### config.mk
export PLATFORM = sky130hd
export DESIGN_NAME = bf_spi_frame_rx
export DESIGN_NICKNAME = d
export VERILOG_FILES = /design/src/rtl/bf_spi_frame_rx.sv
export SDC_FILE = /design/constraint.sdc
export NUM_CORES = 1
export LEC_CHECK = 0
export CAP_MARGIN = 5
export CORE_MARGIN = 5
export CORE_UTILIZATION = 55
export CTS_BUF_LIST = sky130_fd_sc_hd__clkbuf_8
export CTS_CLUSTER_DIAMETER = 30
export DETAILED_ROUTE_END_ITERATION = 16
export PLACE_DENSITY = 0.76
export SLEW_MARGIN = 20
export SYNTH_ARGS = -nofsm -noshare
export SYNTH_HDL_FRONTEND = slang
export SYNTH_SLANG_ARGS = --single-unit
### constraint.sdc
create_clock -name clk -period 4.49 [get_ports clk]
set_input_delay 0.449 -clock clk [delete_from_list [all_inputs] [get_ports clk]]
set_output_delay 0.449 -clock clk [all_outputs]
set_load 0.005 [all_outputs]
### src/rtl/bf_spi_frame_rx.sv
`default_nettype none
// ============================================================================
// Module   : bf_spi_frame_rx
// Brief    : Lane-side SPI mode-0 slave. Oversamples SCLK/CS/MOSI with clk,
//            assembles 40-bit MSB-first frames (cmd, addr16, value16) and
//            queues them in a small FWFT FIFO behind a valid/ready port.
// Revision : 1.0 - initial release
// ============================================================================
module bf_spi_frame_rx #(
    parameter int FIFO_DEPTH  = 4,
    parameter int SYNC_STAGES = 2,
    parameter int CNT_W       = 8
) (
    input  logic                            clk,
    input  logic                            rst_n,
    input  logic                            spi_sclk,
    input  logic                            spi_cs_n,
    input  logic                            spi_mosi,
    output logic                            frm_valid,
    input  logic                            frm_ready,
    output logic [7:0]                      frm_cmd,
    output logic [15:0]                     frm_addr,
    output logic [15:0]                     frm_value,
    output logic [5:0]                      frm_phase_idx,
    output logic                            busy,
    output logic [$clog2(FIFO_DEPTH):0]     fifo_level,
    output logic [CNT_W-1:0]                abort_cnt,
    output logic [CNT_W-1:0]                ovf_cnt
);

    localparam int PTR_W = (FIFO_DEPTH > 1) ? $clog2(FIFO_DEPTH) : 1;
    localparam int LVL_W = $clog2(FIFO_DEPTH) + 1;
    localparam logic [LVL_W-1:0] c_LVL_FULL = LVL_W'(FIFO_DEPTH);
    localparam logic [5:0]       c_LAST_BIT = 6'd39;

    typedef enum logic [1:0] {
        ST_IDLE  = 2'd0,
        ST_SHIFT = 2'd1,
        ST_PUSH  = 2'd2
    } state_t;

    // ------------------------------------------------------------------
    // Input synchronizers and edge detection
    // ------------------------------------------------------------------
    logic [SYNC_STAGES-1:0] r_sclk_sync;
    logic [SYNC_STAGES-1:0] r_cs_sync;
    logic [SYNC_STAGES-1:0] r_mosi_sync;
    logic                   r_sclk_q;
    logic                   r_cs_q;

    logic w_s_sclk;
    logic w_s_cs_n;
    logic w_s_mosi;
    logic w_sclk_rise;
    logic w_cs_fall;
    logic w_cs_rise;

    // Resolve the asynchronous SPI pins into the clk domain; presets match idle bus levels
    always_ff @(posedge clk or negedge rst_n) begin
        if (!rst_n) begin
            r_sclk_sync <= '0;
            r_cs_sync   <= '1;
            r_mosi_sync <= '0;
            r_sclk_q    <= 1'b0;
            r_cs_q      <= 1'b1;
        end else begin
            r_sclk_sync <= {r_sclk_sync[SYNC_STAGES-2:0], spi_sclk};
            r_cs_sync   <= {r_cs_sync[SYNC_STAGES-2:0],   spi_cs_n};
            r_mosi_sync <= {r_mosi_sync[SYNC_STAGES-2:0], spi_mosi};
            r_sclk_q    <= w_s_sclk;
            r_cs_q      <= w_s_cs_n;
        end
    end

    assign w_s_sclk    = r_sclk_sync[SYNC_STAGES-1];
    assign w_s_cs_n    = r_cs_sync[SYNC_STAGES-1];
    assign w_s_mosi    = r_mosi_sync[SYNC_STAGES-1];
    assign w_sclk_rise = w_s_sclk && !r_sclk_q;
    assign w_cs_fall   = !w_s_cs_n && r_cs_q;
    assign w_cs_rise   = w_s_cs_n && !r_cs_q;

    // ------------------------------------------------------------------
    // Frame assembly FSM
    // ------------------------------------------------------------------
    state_t      r_state;
    state_t      w_state_nxt;
    logic        w_clr;
    logic        w_shift_en;
    logic        w_abort;
    logic        w_push;
    logic [39:0] r_shift;
    logic [5:0]  r_bit_cnt;

    // State register
    always_ff @(posedge clk or negedge rst_n) begin
        if (!rst_n) begin
            r_state <= ST_IDLE;
        end else begin
            r_state <= w_state_nxt;
        end
    end

    // Next-state and per-cycle control strobes; a CS rise outranks a coincident SCLK edge
    always_comb begin
        w_state_nxt = r_state;
        w_clr       = 1'b0;
        w_shift_en  = 1'b0;
        w_abort     = 1'b0;
        w_push      = 1'b0;
        case (r_state)
            ST_IDLE: begin
                w_clr = 1'b1;
                if (w_cs_fall) begin
                    w_state_nxt = ST_SHIFT;
                end
            end
            ST_SHIFT: begin
                if (w_cs_rise) begin
                    w_state_nxt = ST_IDLE;
                    w_abort     = (r_bit_cnt != 6'd0);
                end else if (w_sclk_rise) begin
                    w_shift_en = 1'b1;
                    if (r_bit_cnt == c_LAST_BIT) begin
                        w_state_nxt = ST_PUSH;
                    end
                end
            end
            ST_PUSH: begin
                w_push      = 1'b1;
                w_state_nxt = w_s_cs_n ? ST_IDLE : ST_SHIFT;
            end
            default: begin
                w_state_nxt = ST_IDLE;
            end
        endcase
    end

    // Shift register and bit counter; the completed frame stays in r_shift during PUSH
    always_ff @(posedge clk or negedge rst_n) begin
        if (!rst_n) begin
            r_shift   <= '0;
            r_bit_cnt <= '0;
        end else if (w_clr) begin
            r_shift   <= '0;
            r_bit_cnt <= '0;
        end else if (w_abort) begin
            r_bit_cnt <= '0;
        end else if (w_shift_en) begin
            r_shift   <= {r_shift[38:0], w_s_mosi};
            r_bit_cnt <= (r_bit_cnt == c_LAST_BIT) ? 6'd0 : r_bit_cnt + 6'd1;
        end
    end

    // ------------------------------------------------------------------
    // FWFT frame FIFO with a registered head
    // ------------------------------------------------------------------
    logic [39:0]      r_mem [FIFO_DEPTH];
    logic [PTR_W-1:0] r_wr_ptr;
    logic [PTR_W-1:0] r_rd_ptr;
    logic [LVL_W-1:0] r_level;
    logic [39:0]      r_head;
    logic             r_valid;

    logic             w_pop;
    logic             w_full;
    logic             w_wr;
    logic             w_drop;
    logic [LVL_W-1:0] w_level_nxt;
    logic [PTR_W-1:0] w_rd_nxt;
    logic             w_bypass;

    assign w_pop       = r_valid && frm_ready;
    assign w_full      = (r_level == c_LVL_FULL);
    assign w_wr        = w_push && (!w_full || w_pop);
    assign w_drop      = w_push && !w_wr;
    assign w_level_nxt = r_level + LVL_W'(w_wr) - LVL_W'(w_pop);
    assign w_rd_nxt    = r_rd_ptr + PTR_W'(w_pop);
    // The new head is the frame being written whenever no older entry survives this cycle
    assign w_bypass    = w_wr && (r_level == LVL_W'(w_pop));

    // Storage array; holds no control state so it needs no reset
    always_ff @(posedge clk) begin
        if (w_wr) begin
            r_mem[r_wr_ptr] <= r_shift;
        end
    end

    // Pointers, occupancy and the registered head; head holds its value when the FIFO drains
    always_ff @(posedge clk or negedge rst_n) begin
        if (!rst_n) begin
            r_wr_ptr <= '0;
            r_rd_ptr <= '0;
            r_level  <= '0;
            r_head   <= '0;
            r_valid  <= 1'b0;
        end else begin
            if (w_wr) begin
                r_wr_ptr <= r_wr_ptr + PTR_W'(1);
            end
            r_rd_ptr <= w_rd_nxt;
            r_level  <= w_level_nxt;
            r_valid  <= (w_level_nxt != '0);
            if (w_level_nxt != '0) begin
                r_head <= w_bypass ? r_shift : r_mem[w_rd_nxt];
            end
        end
    end

    // ------------------------------------------------------------------
    // Saturating error counters
    // ------------------------------------------------------------------
    logic [CNT_W-1:0] r_abort_cnt;
    logic [CNT_W-1:0] r_ovf_cnt;

    // Count truncated and dropped frames, pinning at all-ones
    always_ff @(posedge clk or negedge rst_n) begin
        if (!rst_n) begin
            r_abort_cnt <= '0;
            r_ovf_cnt   <= '0;
        end else begin
            if (w_abort && (r_abort_cnt != '1)) begin
                r_abort_cnt <= r_abort_cnt + CNT_W'(1);
            end
            if (w_drop && (r_ovf_cnt != '1)) begin
                r_ovf_cnt <= r_ovf_cnt + CNT_W'(1);
            end
        end
    end

    // ------------------------------------------------------------------
    // Outputs
    // ------------------------------------------------------------------
    assign frm_valid     = r_valid;
    assign frm_cmd       = r_head[39:32];
    assign frm_addr      = r_head[31:16];
    assign frm_value     = r_head[15:0];
    assign frm_phase_idx = r_head[15:10];
    assign busy          = !w_s_cs_n || (r_state == ST_PUSH);
    assign fifo_level    = r_level;
    assign abort_cnt     = r_abort_cnt;
    assign ovf_cnt       = r_ovf_cnt;

endmodule
`default_nettype wire

==> results of run 1 <==
==> sequential cells by signal (all words and copies together) (netlist names), 2 cells and up <==
register     cells
r_shift         40
r_bit_cnt        6
abort_cnt        8
r_sclk_sync      2
r_mosi_sync      2
r_mem          160
r_rd_ptr         2
ovf_cnt          8
r_state          2
r_wr_ptr         2
r_cs_sync        2
r_head          40
fifo_level       3
==> logic make-up (layout without fill, tap and decap cells) <==
logic type | after synthesis | in the layout | share of synthesized area, %
adders and majority gates | 12 | 12 | 1.45
DFF | 280 | 280 | 71.6
and+or+nand+nor | 186 | 186 | 7.34
AOI/OAI and AO/OA | 97 | 97 | 6.55
muxes | 43 | 43 | 8.57
xor gates and xnor gates | 18 | 18 | 1.57
buffers and inverters | 54 | 190 | 2.89
==> report_power, final <==
part | switching [mW] | internal [mW] | leakage (nW)
Clock | 1.01 | 1.39 | 0.573
Combinational | 0.741 | 0.594 | 1.39
Sequential | 0.103 | 2.83 | 3.10
Total | 1.85 | 4.81 | 5.06
==> through the flow <==
step / worst slack [ns] / power (mW) / util [%] / cells / hold slack [ns]
after detailed placement: 0.234 / 4.34 / 60.8 / 999 / 0.339
after global placement: 0.444 / 4.29 / 60.8 / 999 / 0.346
final: 0.730 / 6.66 / 66.3 / 1091 / 0.313
after global routing: 0.469 / 6.98 / 66.3 / 1091 / 0.279
after floorplan: 1.67 / 3.94 / - / 690 / 0.153
after CTS: 0.722 / 6.74 / 66.3 / 1091 / 0.281
==> cell usage after synthesis (all sizes together), types with 2 or more instances <==
library cell and instances:
xor2 12, clkbuf 10, a22o 40, nand2b 6, nor2 49, dfrtp 117
mux4 40, nor3 7, buf 33, xnor2 5, a21oi 2, inv 11
dfstp 3, nand3 13, edfxtp 160, nor4 4, and2 5, o211ai 2
or2 2, ha 11, nand2 89, mux2 3, nand4 4, o21ai 5
a31oi 41
==> cell type report <==
cell class	instances	area share [%]
clock buffer	56	5.97
clock inverter	35	2.18
inverter	11	0.320
sequential	280	60.5
multi-input combinational	356	21.8
timing repair buffer	88	6.61
tap	265	2.57
==> routing by layer <==
layer | share of wire (%) | global-route usage, % | up-vias | routed length, um
met5 | 0 | 0 | - | 0
met4 | 1.4 | 5.89 | 0 | 299
met3 | 6.1 | 4.19 | 30 | 1320
met2 | 51 | 34.1 | 209 | 11200
met1 | 42 | 26.9 | 3208 | 9100
li1 | - | - | 2794 | -
==> worst min path at each step <==
stage,end,depth (start not counted),from,slack [ns]
floorplan,abort_cnt[0],0,rst_n,0.15
global placement,r_sclk_sync[1],0,r_sclk_sync[0],0.35
detailed placement,r_sclk_sync[1],0,r_sclk_sync[0],0.34
CTS,r_cs_sync[0],1,spi_cs_n,0.28
global route,r_cs_sync[0],1,spi_cs_n,0.28
finish,r_cs_sync[0],1,spi_cs_n,0.31
==> worst reg2reg max path, stage by stage, from the launching register on <==
cell,delay (ns)
dfrtp_1,0.43
nand2b_1,0.18
a21oi_1,0.43
inv_1,0.09
ha_1,0.29
inv_1,0.04
ha_1,0.19
fa_1,0.39
xnor3_1,0.21
or3_2,0.80
buf_4,0.37
nor2_1,0.14
a31oi_1,0.07
==> repair_timing <==
action / in CTS / in global routing
hold endpoints to repair: 45 / 0
endpoints found under the setup margin: 0 / 0
hold buffers: 1 / 0
==> impl_metrics.csv, run 1 <==
group,metric,value,unit
sta,finalHoldViolations,0,
synth,synth.top_cell.area_share,44.1,%
routing,detail_route.iter0.violations,450,
sta,rsz0062_at_grt,"no",
die,coreArea,19500,sq um
die,start_util,56.0,%
placement,io_buffers,72,
worst_setup_path,worstPathArrival,4.16,ns
grt,grt_pass1_wl,35600,um
clock_tree,postCtsSetupRepairBufs,0,
sta,report.final.slew_viol_count,0,
worst_setup_path,path_buf_inv,3,
sta,tns,0,ns
worst_setup_path,worst-setup-path-type,"reg -> reg",
worst_setup_path,cp_slowest_cell,"or3_2",
worst_setup_path,critical_path.startpoint,"r_state[0]",
placement,hpwl,12200,um
clock_tree,clk_latency,0.54,ns
finish,register_area,7810,sq um
synth,synthArstFlopShare,42.9,%
die,rows,51,
die,die-area,22700,sq um
worst_setup_path,r2r_start,"r_state[0]",
clock_tree,htreeDepth,2,
synth,synth_edf_count,160,
finish,stdcell_area,12900,sq um
worst_setup_path,path_delay_family,"simple AND/OR/NAND/NOR gates",
synth,yosysWarnings,0,
sta,fin_crit_sh,83.7,%
synth,synth.area.top_cells,"edfxtp_1 44%, dfrtp_1 27%, mux4_2 8.3%, a22o_1 3.2%, nand2_1 3.1%",
outcome,status,"complete, no violations",
synth,syn_area_per_cell,15.8,sq um
worst_setup_path,start_kind,"flop",
synth,yosysTopAreaCell,"edfxtp_1",
finish,num-fill-cells,1324,
worst_setup_path,cp_cell_sequence,"nand2b_1 -> a21oi_1 -> inv_1 -> ha_1 -> inv_1 -> ha_1 -> fa_1 -> xnor3_1 -> or3_2 -> buf_4 -> nor2_1 -> a31oi_1",
grt,grt_pass1_vias,6699,
synth,synth-main-ff-cell,"edfxtp_1",
die,die_h,151,um
clock_tree,cts_inserted_buffers,49,
synth,netlist_area,10900,sq um
routing,via_per_inst,5.72,
finish,final_nets,804,
worst_setup_path,r2r_slack,0.73,ns
die,die_w,151,um
finish,final_common_cell,"edfxtp_1",
synth,syn_nets,708,
synth,synthCells,690,
finish,drive_gt1_share,17.4,%
routing,wirelength,21900,um
routing,num_vias,6241,
die,io_pins,73,
worst_setup_path,cp.required,4.89,ns
grt,gr-total-overflow,0,
clock_tree,tritoncts,"built",
grt,grt_max_degree,56,
finish,final_cell_mix,"160 x edfxtp_1, 117 x dfrtp_1, 89 x nand2_1",
pwr,power_leakage,5.06,nW
worst_setup_path,crit_path_max_incr_delay,0.80,ns
worst_setup_path,rr_endpoint,"r_head[23]",
finish,multiInputGateArea,2810,sq um
worst_setup_path,cp.depth,12,
worst_setup_path,cp-endpoint,"r_head[23]",
routing,drc,0,
sta,skew,0.0194,ns
sta,final.min_clock_period,3.76,ns
pwr,peakVddDrop,0.247,mV
synth,synth_seq_cells,280,
sta,fmax,0.266,GHz
grt,antenna_found_initial,0,
sta,setup_viol,0,
clock_tree,clk_pin_slew_worst_paths,0.06,ns
finish,diodes,0,
run,maxCapViolCount,0,
placement,place_congestion,0.744,
hold_path,hp-class,"in -> reg",
synth,yosysSeqAreaShare,71.6,%
routing,drtAntennaViolNets,0,
sta,slew_headroom,33.0,%
placement,dpl_cell_area,11800,sq um
sta,worst_pin_slew,1.01,ns
clock_tree,root_buffer,"clkbuf_8",
routing,wire_per_inst,20.0,um
worst_setup_path,worst_setup_path_end_kind,"flop",
synth,synth_cell_types,45,
grt,grt_use_total,20.2,%
clock_tree,cts_resized,0,
clock_tree,clockBufferDepth,3,
pwr,pwr_density_cell,516,nW/um^2
clock_tree,clock_sinks,280,
worst_setup_path,crit_fanout,41,
worst_setup_path,r2r_cells,12,
finish,area_delta_synth_final,18.3,%
routing,drtPass1Iterations,5,
Note: power is estimated with default switching activity, not from simulation.
==> run 2: changes to the inputs <==
Settings changed: PLACE_DENSITY 0.76 to 0.79.
Clock period 4.49 ns to 3.2 ns, I/O delays scaled along.
==> run 2 against run 1 <==
  * Power grew 45%
  * Flip-flop and latch count stayed put
  * Worst hold slack worse by 0.13 ns
  * Register-to-register slack worse by 0.46 ns
  * Largest power group unchanged
  * Non-clock buffer count rose by 8
  * Final cell count grew 0.55%
==> impl_metrics.csv, run 2 (synthesized netlist as in run 1, its figures left out) <==
group,metric,value,unit
die,io_pins,73,
finish,final_cell_mix,"160 x edfxtp_1, 117 x dfrtp_1, 89 x nand2_1",
finish,regMostFlops,"r_mem",
sta,worst_pin_slew,0.974,ns
finish,area_delta_synth_final,20.2,%
sta,slew_headroom,35.1,%
pwr,power_switching,2.63,mW
sta,report.final.slew_viol_count,0,
grt,gr-total-overflow,0,
finish,multiInputGateArea,2820,sq um
clock_tree,clk_pin_slew_worst_paths,0.06,ns
die,rows,51,
grt,grt_use_total,19.7,%
sta,fin_crit_sh,91.6,%
hold_path,hp-class,"in -> reg",
finish,biggestRegsByFlops,"r_mem x160, r_head x40, r_shift x40",
outcome,status,"complete, no violations",
placement,hpwl,12200,um
worst_setup_path,crit_path_max_incr_delay,0.51,ns
pwr,pwr_density_cell,738,nW/um^2
die,start_util,56.0,%
finish,num-fill-cells,1276,
pwr,p_comb_share,21.1,%
pwr,clock_power_share,36.4,%
worst_setup_path,rr_endpoint,"r_head[8]",
sta,rsz0062_at_grt,"no",
routing,wirelength,21400,um
sta,final.min_clock_period,2.93,ns
finish,drive_gt1_share,19.0,%
hold_path,hold_depth,1,
sta,final.setup.worst_slack,0.269,ns
die,die_w,151,um
worst_setup_path,r2r_start,"frm_valid",
worst_setup_path,cp_slowest_cell,"or3_2",
placement,io_buffers,72,
sta,fmax,0.341,GHz
worst_setup_path,path_buf_inv,3,
finish,largest_reg_flops,160,
hold_path,hold_path_end,"r_cs_sync[0]",
finish,final_common_cell,"edfxtp_1",
clock_tree,clk_latency,0.55,ns
worst_setup_path,cp.required,3.61,ns
worst_setup_path,r2r_cells,12,
worst_setup_path,path_delay_family,"adder cells",
routing,drc,0,
clock_tree,tritoncts,"built",
worst_setup_path,crit_fanout,40,
worst_setup_path,worst_setup_path_end_kind,"flop",
pwr,power_frac_seq,42.5,%
die,die-area,22700,sq um
clock_tree,cts_inserted_buffers,49,
routing,detail_route.iter0.violations,454,
routing,num_vias,6239,
sta,setup_viol,0,
finish,final_nets,812,
clock_tree,clockBufferDepth,3,
hold_path,holdCritStartpoint,"spi_cs_n",
worst_setup_path,worstPathArrival,3.34,ns
grt,grt_pass1_vias,6764,
grt,grt_pass1_wl,35300,um
routing,drtPass1Iterations,5,
die,die_h,151,um
worst_setup_path,cp_cell_sequence,"a211oi_2 -> a21oi_1 -> inv_1 -> ha_1 -> inv_1 -> ha_1 -> fa_1 -> xnor3_1 -> or3_2 -> buf_12 -> nor2_1 -> a31oi_1",
routing,wire_per_inst,19.5,um
sta,finalHoldViolations,0,
worst_setup_path,r2r_slack,0.27,ns
worst_setup_path,worst-setup-path-type,"reg -> reg",
placement,place_congestion,0.791,
die,coreArea,19500,sq um
pwr,p_sw_share,27.2,%
finish,register_area,7810,sq um
sta,tns,0,ns
finish,diodes,0,
placement,place_ws,-0.105,ns
grt,antenna_found_initial,0,
worst_setup_path,start_kind,"flop",
run,maxCapViolCount,0,
clock_tree,root_buffer,"clkbuf_8",
pwr,power.internal,7.04,mW
pwr,power_leakage,5.16,nW
sta,skew,0.0183,ns
pwr,peakVddDrop,0.526,mV
routing,drtAntennaViolNets,0,
grt,grt_max_degree,121,
routing,via_per_inst,5.69,
clock_tree,htreeDepth,2,
clock_tree,clock_sinks,280,
## run 2: changes by cell type in the layout (fill, tap and decap cells not counted)
cell and change:
clkinv_1 -1, inv_6 +2, a211oi_1 -1, buf_12 +8, clkbuf_8 +3, clkinvlp_4 -4
a211oi_2 +1, bufinv_16 +1, inv_1 -6, clkinv_2 +3
## run 2: routing by layer
metal / routed length, um / global-route usage (%)
met4: 428 / 6.71
met3: 1470 / 4.37
met1: 8640 / 26.2
met5: 0 / 0
met2: 10900 / 32.8
## run 2: stage by stage
stage	hold WS (ns)	utilization, %	cell area [sq um]	power [mW]	std cells
2_1_floorplan	0.0244	-	10900	5.52	690
3_3_place_gp	0.342	61.7	12000	6.17	1007
3_5_place_dp	0.354	61.7	12000	6.26	1007
4_1_cts	0.144	67.4	13100	9.80	1097
5_1_grt	0.155	67.4	13100	10.2	1097
6_report	0.179	67.4	13100	9.68	1097
## run 2: worst max-delay path by stage
stage | startpoint | slack, ns | cells past startpoint | end
detailed placement | frm_ready | -0.10 | 12 | r_head[19]
floorplan | r_state[0] | 0.38 | 13 | r_head[10]
CTS | frm_valid | 0.21 | 10 | r_head[19]
global route | frm_valid | 0.03 | 12 | r_head[18]
global placement | frm_ready | -0.03 | 13 | r_head[23]
finish | frm_valid | 0.27 | 12 | r_head[8]
## run 2: worst register-to-register path: cells and delay by family (launching register included)
family,cells,cell delay [ns]
adder cells (fa/ha/maj),3,0.82
AO/OA/AOI/OAI,3,0.37
AND/OR/NAND/NOR,2,0.63
flip-flops,1,0.44
buffers and inverters,3,0.33
XOR/XNOR,1,0.20
## run 2: final cells by class
| type | instances | share of cell area [%] |
|---|---|---|
| clock buffers | 59 | 6.19 |
| clock inverters | 30 | 2.19 |
| multi-input cells | 356 | 21.5 |
| repair buffers | 96 | 7.73 |
| inverters | 11 | 0.315 |
| well taps | 265 | 2.53 |
| flip-flops and latches | 280 | 59.6 |
## run 2: what timing repair did
| item | 4_1_cts | 5_1_grt |
|---|---|---|
| hold endpoints to repair | 117 | 0 |
| hold buffers | 1 | 0 |
| setup endpoints to repair | 0 | 2 |
| resized for setup | 0 | 1 |
| setup buffers | 0 | 0 |
## run 2: power by group through the flow
| stage | logic (mW) | clock network (mW) | registers, mW |
|---|---|---|---|
| CTS | 2.09 | 3.60 | 4.11 |
| detailed placement | 2.08 | 0 | 4.18 |
| global placement | 2.00 | 0 | 4.17 |
| finish | 2.05 | 3.52 | 4.11 |
| floorplan | 1.38 | 0 | 4.15 |
| global route | 2.25 | 3.78 | 4.13 |
